==> src/rtl/prog_loader.sv <==
// Program loader: receives a length/payload/checksum byte stream, writes the payload
// into cpu RAM while holding the cpu halted, then releases it with a run pulse.
//
// state | meaning
// IDLE  | waiting for start
// HALT  | one cycle, halt pulse to cpu, RAM bus taken
// LEN   | waiting for length byte
// DATA  | receiving payload, one RAM write per accepted byte
// CSUM  | waiting for checksum byte
// RUN   | one cycle, run pulse to cpu
// DONE  | load finished, idle-equivalent
// ERR   | load aborted, err/err_code held
module prog_loader #(
    parameter logic [7:0] BASE_ADDR = 8'h00,
    parameter int         TIMEOUT   = 1000
) (
    input  logic       clk,
    input  logic       rst,
    input  logic       start,
    input  logic       in_valid,
    input  logic [7:0] in_data,
    output logic       in_ready,
    output logic       ld_active,
    output logic [7:0] ld_addr,
    output logic [7:0] ld_data,
    output logic       ld_wren,
    output logic       cpu_halt,
    output logic       cpu_run,
    output logic       busy,
    output logic       err,
    output logic [1:0] err_code
);

    localparam int TW = $clog2(TIMEOUT + 1);
    // Down-counter reloaded on every accept; expiring at zero gives exactly TIMEOUT idle cycles.
    localparam logic [TW-1:0] TMR_LOAD = TW'(TIMEOUT - 1);

    typedef enum logic [2:0] {
        IDLE, HALT, LEN, DATA, CSUM, RUN, DONE, ERR
    } state_t;

    state_t        state;
    logic [7:0]    cnt;
    logic [7:0]    idx;
    logic [7:0]    sum;
    logic [TW-1:0] tmr;
    logic          acc;
    logic          fail;
    logic [1:0]    fail_code;

    assign acc = in_valid & in_ready;

    always_comb begin
        fail      = 1'b0;
        fail_code = 2'b00;
        if (state == LEN || state == DATA || state == CSUM) begin
            if (!acc) begin
                if (tmr == '0) begin
                    fail      = 1'b1;
                    fail_code = 2'b11;
                end
            end else if (state == LEN && in_data == 8'h00) begin
                fail      = 1'b1;
                fail_code = 2'b01;
            end else if (state == CSUM && in_data != sum) begin
                fail      = 1'b1;
                fail_code = 2'b10;
            end
        end
    end

    always_ff @(posedge clk or negedge rst) begin
        if (!rst) begin
            state     <= IDLE;
            cnt       <= '0;
            idx       <= '0;
            sum       <= '0;
            tmr       <= '0;
            in_ready  <= 1'b0;
            ld_active <= 1'b0;
            ld_addr   <= '0;
            ld_data   <= '0;
            ld_wren   <= 1'b0;
            cpu_halt  <= 1'b0;
            cpu_run   <= 1'b0;
            busy      <= 1'b0;
            err       <= 1'b0;
            err_code  <= '0;
        end else begin
            ld_wren  <= 1'b0;
            cpu_halt <= 1'b0;
            cpu_run  <= 1'b0;
            if (fail) begin
                state     <= ERR;
                err       <= 1'b1;
                err_code  <= fail_code;
                in_ready  <= 1'b0;
                ld_active <= 1'b0;
                busy      <= 1'b0;
            end else begin
                case (state)
                    IDLE, DONE, ERR: begin
                        if (start) begin
                            state     <= HALT;
                            cpu_halt  <= 1'b1;
                            ld_active <= 1'b1;
                            busy      <= 1'b1;
                            err       <= 1'b0;
                            err_code  <= '0;
                        end
                    end
                    HALT: begin
                        state    <= LEN;
                        in_ready <= 1'b1;
                        tmr      <= TMR_LOAD;
                    end
                    LEN: begin
                        if (acc) begin
                            cnt   <= in_data;
                            idx   <= '0;
                            sum   <= '0;
                            tmr   <= TMR_LOAD;
                            state <= DATA;
                        end else begin
                            tmr <= tmr - TW'(1);
                        end
                    end
                    DATA: begin
                        if (acc) begin
                            ld_wren <= 1'b1;
                            ld_addr <= BASE_ADDR + idx;
                            ld_data <= in_data;
                            idx     <= idx + 8'd1;
                            sum     <= sum + in_data;
                            cnt     <= cnt - 8'd1;
                            tmr     <= TMR_LOAD;
                            if (cnt == 8'd1) begin
                                state <= CSUM;
                            end
                        end else begin
                            tmr <= tmr - TW'(1);
                        end
                    end
                    CSUM: begin
                        if (acc) begin
                            state    <= RUN;
                            in_ready <= 1'b0;
                            cpu_run  <= 1'b1;
                        end else begin
                            tmr <= tmr - TW'(1);
                        end
                    end
                    RUN: begin
                        state     <= DONE;
                        ld_active <= 1'b0;
                        busy      <= 1'b0;
                    end
                    default: state <= IDLE;
                endcase
            end
        end
    end

endmodule
==> config.mk <==
export PLATFORM = sky130hd
export DESIGN_NAME = prog_loader
export DESIGN_NICKNAME = d
export VERILOG_FILES = /design/src/rtl/prog_loader.sv
export SDC_FILE = /design/constraint.sdc
export NUM_CORES = 1
export LEC_CHECK = 0
export ABC_AREA = 1
export CELL_PAD_IN_SITES_DETAIL_PLACEMENT = 0
export CELL_PAD_IN_SITES_GLOBAL_PLACEMENT = 1
export CORE_MARGIN = 1
export CORE_UTILIZATION = 38
export DETAILED_ROUTE_END_ITERATION = 16
export PLACE_DENSITY = 0.8
export SYNTH_ARGS = -nofsm -noshare
export SYNTH_HDL_FRONTEND = slang
export SYNTH_SLANG_ARGS = --single-unit
==> constraint.sdc <==
create_clock -name clk -period 1.9 [get_ports clk]
set_clock_uncertainty 0.15 [all_clocks]
set_input_delay 0.285 -clock clk [delete_from_list [all_inputs] [get_ports clk]]
set_output_delay 0.285 -clock clk [all_outputs]
set_load 0.05 [all_outputs]
==> impl_metrics.env <==
export IMPL_violations="negative setup slack"
export IMPL_nNetsFinal=592
export IMPL_floorplan_row_count=34
export IMPL_synth_area_um2=3568
export IMPL_vdd_ir_drop_worst_uv=269.8
export IMPL_io_pins=37
export IMPL_grt_pass1_vias=3375
export IMPL_grt_antenna_before_repair=0
export IMPL_tritoncts_num_sinks=61
export IMPL_gp_congestion=0.8462
export IMPL_postLayoutCoreUtil_pct=53.94
export IMPL_timing_hold_worst_class="primary input to asynchronous set/reset pin"
export IMPL_route_detailed_wl_per_inst_um=13.29
export IMPL_fin_area_um2=4796
export IMPL_initial_utilization_pct=40.14
export IMPL_critPathCaptureType="flop"
export IMPL_finalWorstPathRequiredPeriod_ps=2006
export IMPL_finalHoldViolations=0
export IMPL_timing_final_max_slew_violations=0
export IMPL_antenna_left=0
export IMPL_critPathArrivalTime_ps=2080
export IMPL_post_layout_nonfiller_instances=678
export IMPL_portion_of_the_post_synthesis_area_used_by_sequential_elements_pct=42.78
export IMPL_routed_via_count=3321
export IMPL_grt_first_pass_wirelength_um=15700
export IMPL_post_route_drc_count=0
export IMPL_layout_commonest_cell="sky130_fd_sc_hd__nand2_1"
export IMPL_critical_path_class="flop to flop"
export IMPL_worst_pin_slew_ps=396.6
export IMPL_number_of_enable_flip_flop_cells_after_synthesis=0
export IMPL_cts_htree_levels=3
export IMPL_avgViaCountPerCell=4.898
export IMPL_layout_filler_cells=849
export IMPL_io_buffer_count=36
export IMPL_final_cell_mix="154 x sky130_fd_sc_hd__nand2_1, 79 x sky130_fd_sc_hd__buf_4, 60 x sky130_fd_sc_hd__dfrtp_1"
export IMPL_numCtsBuffers=9
export IMPL_synth_lib_cells_used_distinct=35
export IMPL_initialDrtViolationCount=134
export IMPL_power_static_leakage_nw=2.521
export IMPL_floorplan_die_width_um=98.91
export IMPL_yosys_register_bits=61
export IMPL_clk_pin_slew_ps=90
export IMPL_synth_warning_count=0
export IMPL_grt_overflow=0
export IMPL_power_density_nw_per_um2=554.4
export IMPL_r2r_start="sum[0]$_DFFE_PN0P_"
export IMPL_clockBufferDepth=2
export IMPL_grt_usage_pct=20.27
export IMPL_syn_to_final_growth_pct=34.40
export IMPL_length_in_cells_of_the_worst_reg_to_reg_path=11
export IMPL_grt_start_max_net_pins=62
export IMPL_synth_flop_cell="sky130_fd_sc_hd__dfrtp_1"
export IMPL_critical_path_max_fanout=12
export IMPL_maxCapViolCount=0
export IMPL_mappedNetlistNets=491
export IMPL_status="finished with violations"
export IMPL_setup_viol=33
export IMPL_die_height_um=98.91
export IMPL_dieArea_um2=9782
export IMPL_antenna_cells=0
export IMPL_crit_required_ps=1970
export IMPL_worstSetupStartpointType="flop"
export IMPL_ctsRootBufferMaster="sky130_fd_sc_hd__clkbuf_8"
export IMPL_r2r_slack_ps=-110
export IMPL_relSlewSlack_pct=73.52
export IMPL_place_detailed_hpwl_um=6426
export IMPL_cts_tree="yes"
export IMPL_finalCritPeriodShare_pct=105.6
export IMPL_postPlaceCellArea_um2=4384
export IMPL_drive_above_1_share_pct=26.67
export IMPL_firstDrtPassIters=4
export IMPL_critPathCapture="cnt[5]$_DFFE_PN0P_"
export IMPL_final_critical_path_setup_slack_ps=-106.4
export IMPL_crit_start="sum[0]$_DFFE_PN0P_"
export IMPL_post_synth_cell_area_avg_um2=7.691
export IMPL_fmax_mhz=498.4
export IMPL_rsz_0062_raised_after_global_routing="true"
export IMPL_dpl_cell_count=653
export IMPL_postSynth_asyncResetShare_pct=100.0
export IMPL_hold_worst_slack_ps=307.2
export IMPL_coreArea_um2=8891
export IMPL_place_ws_ps=-546.5
export IMPL_synth_cells=464
export IMPL_worst_skew_pair_late_latency_ps=350
export IMPL_crit_reg2reg_capture="cnt[5]$_DFFE_PN0P_"
export IMPL_totalWireLength_um=9008
## stage by stage
stage | power (mW) | setup TNS, ps
floorplan | 1.348 | 0
global placement | 1.444 | -18330
detailed placement | 1.446 | -19140
CTS | 2.680 | -1705
global route | 2.738 | -6100
finish | 2.659 | -1382
## state kept, by name (all words and copies together) (netlist names), 2 cells and up
name / flops
ld_data: 8
tmr: 10
idx: 8
cnt: 8
ld_addr: 8
state: 3
err_code: 2
sum: 8
## critical path, stage by stage, from the launching register on
cell and delay [ps]:
sky130_fd_sc_hd__dfrtp_1 400, sky130_fd_sc_hd__ha_1 300, sky130_fd_sc_hd__nor2_1 100, sky130_fd_sc_hd__and2_1 150, sky130_fd_sc_hd__nand3_2 90, sky130_fd_sc_hd__nand2_2 110
sky130_fd_sc_hd__nand2_4 70, sky130_fd_sc_hd__nand2_4 90, sky130_fd_sc_hd__nand2_8 100, sky130_fd_sc_hd__buf_6 170, sky130_fd_sc_hd__nand2_2 50, sky130_fd_sc_hd__nand3_1 90
## worst min-delay path by stage
stage | slack (ps) | startpoint | endpoint
floorplan | -160 | rst | busy$_DFFE_PN0P_
global placement | 180 | rst | ld_addr[7]$_DFFE_PN0P_
detailed placement | 180 | rst | ld_addr[7]$_DFFE_PN0P_
CTS | 330 | ld_addr[6]$_DFFE_PN0P_ | ld_addr[6]$_DFFE_PN0P_
global route | 350 | rst | ld_addr[7]$_DFFE_PN0P_
finish | 310 | rst | ld_addr[7]$_DFFE_PN0P_
## area by class of cell
cell class	instances	area, um2	share of cell area [%]
inverter	44	175.2	3.652
clock buffer	9	123.9	2.583
clock inverter	7	78.83	1.644
timing repair buffer	100	852.1	17.77
tap	108	135.1	2.818
multi-input combinational	349	1903	39.68
sequential	61	1528	31.86
## Yosys cell counts, types with 2 or more instances
cell	number	area (um2)
sky130_fd_sc_hd__a21oi_1	6	30.03
sky130_fd_sc_hd__a22o_1	2	17.52
sky130_fd_sc_hd__buf_2	6	30.03
sky130_fd_sc_hd__buf_4	3	22.52
sky130_fd_sc_hd__dfrtp_1	61	1526
sky130_fd_sc_hd__ha_1	14	175.2
sky130_fd_sc_hd__inv_1	35	131.4
sky130_fd_sc_hd__inv_2	8	30.03
sky130_fd_sc_hd__nand2_1	161	604.3
sky130_fd_sc_hd__nand2_2	3	18.77
sky130_fd_sc_hd__nand2_4	5	56.30
sky130_fd_sc_hd__nand3_1	31	155.2
sky130_fd_sc_hd__nand4_1	5	31.28
sky130_fd_sc_hd__nor2_1	36	135.1
sky130_fd_sc_hd__nor2_2	2	12.51
sky130_fd_sc_hd__nor2_4	3	33.78
sky130_fd_sc_hd__nor3_1	5	25.02
sky130_fd_sc_hd__nor3b_1	2	15.01
sky130_fd_sc_hd__o211ai_1	2	15.01
sky130_fd_sc_hd__o21ai_0	23	115.1
sky130_fd_sc_hd__o21ai_1	18	90.09
sky130_fd_sc_hd__o21ai_2	7	61.31
sky130_fd_sc_hd__or2_2	2	12.51
sky130_fd_sc_hd__xnor2_1	3	26.28
sky130_fd_sc_hd__xor2_1	11	96.34
## power by group
group	total (mW)	internal, mW	switching (mW)
Sequential	1.30	1.30	0
Combinational	0.127	0.0599	0.0667
Clock	1.24	0.622	0.613
Total	2.66	1.98	0.680
## per-layer routing
metal / up-vias / track usage, % / wire length [um]
met4: 0 / 7.003 / 119
li1: 1695 / - / -
met3: 9 / 2.908 / 236
met1: 1567 / 27.16 / 4563
met2: 50 / 33.57 / 4088
met5: - / 0 / 0
## repair_timing
item,in CTS,in global routing
hold buffers,1,0
cloned,1,0
setup endpoints to repair,33,43
buffers inserted,5,2
pin swaps,4,2
resized for setup,27,6
hold endpoints to repair,61,0
## logic make-up after synthesis
logic type | synth area share [%]
AOI/OAI and AO/OA | 9.853
xor gates and xnor gates | 3.436
adders and majority gates | 5.470
buffers and inverters | 6.487
DFF | 42.78
and+or+nand+nor | 31.98
Power figures use the tool's default switching activity.
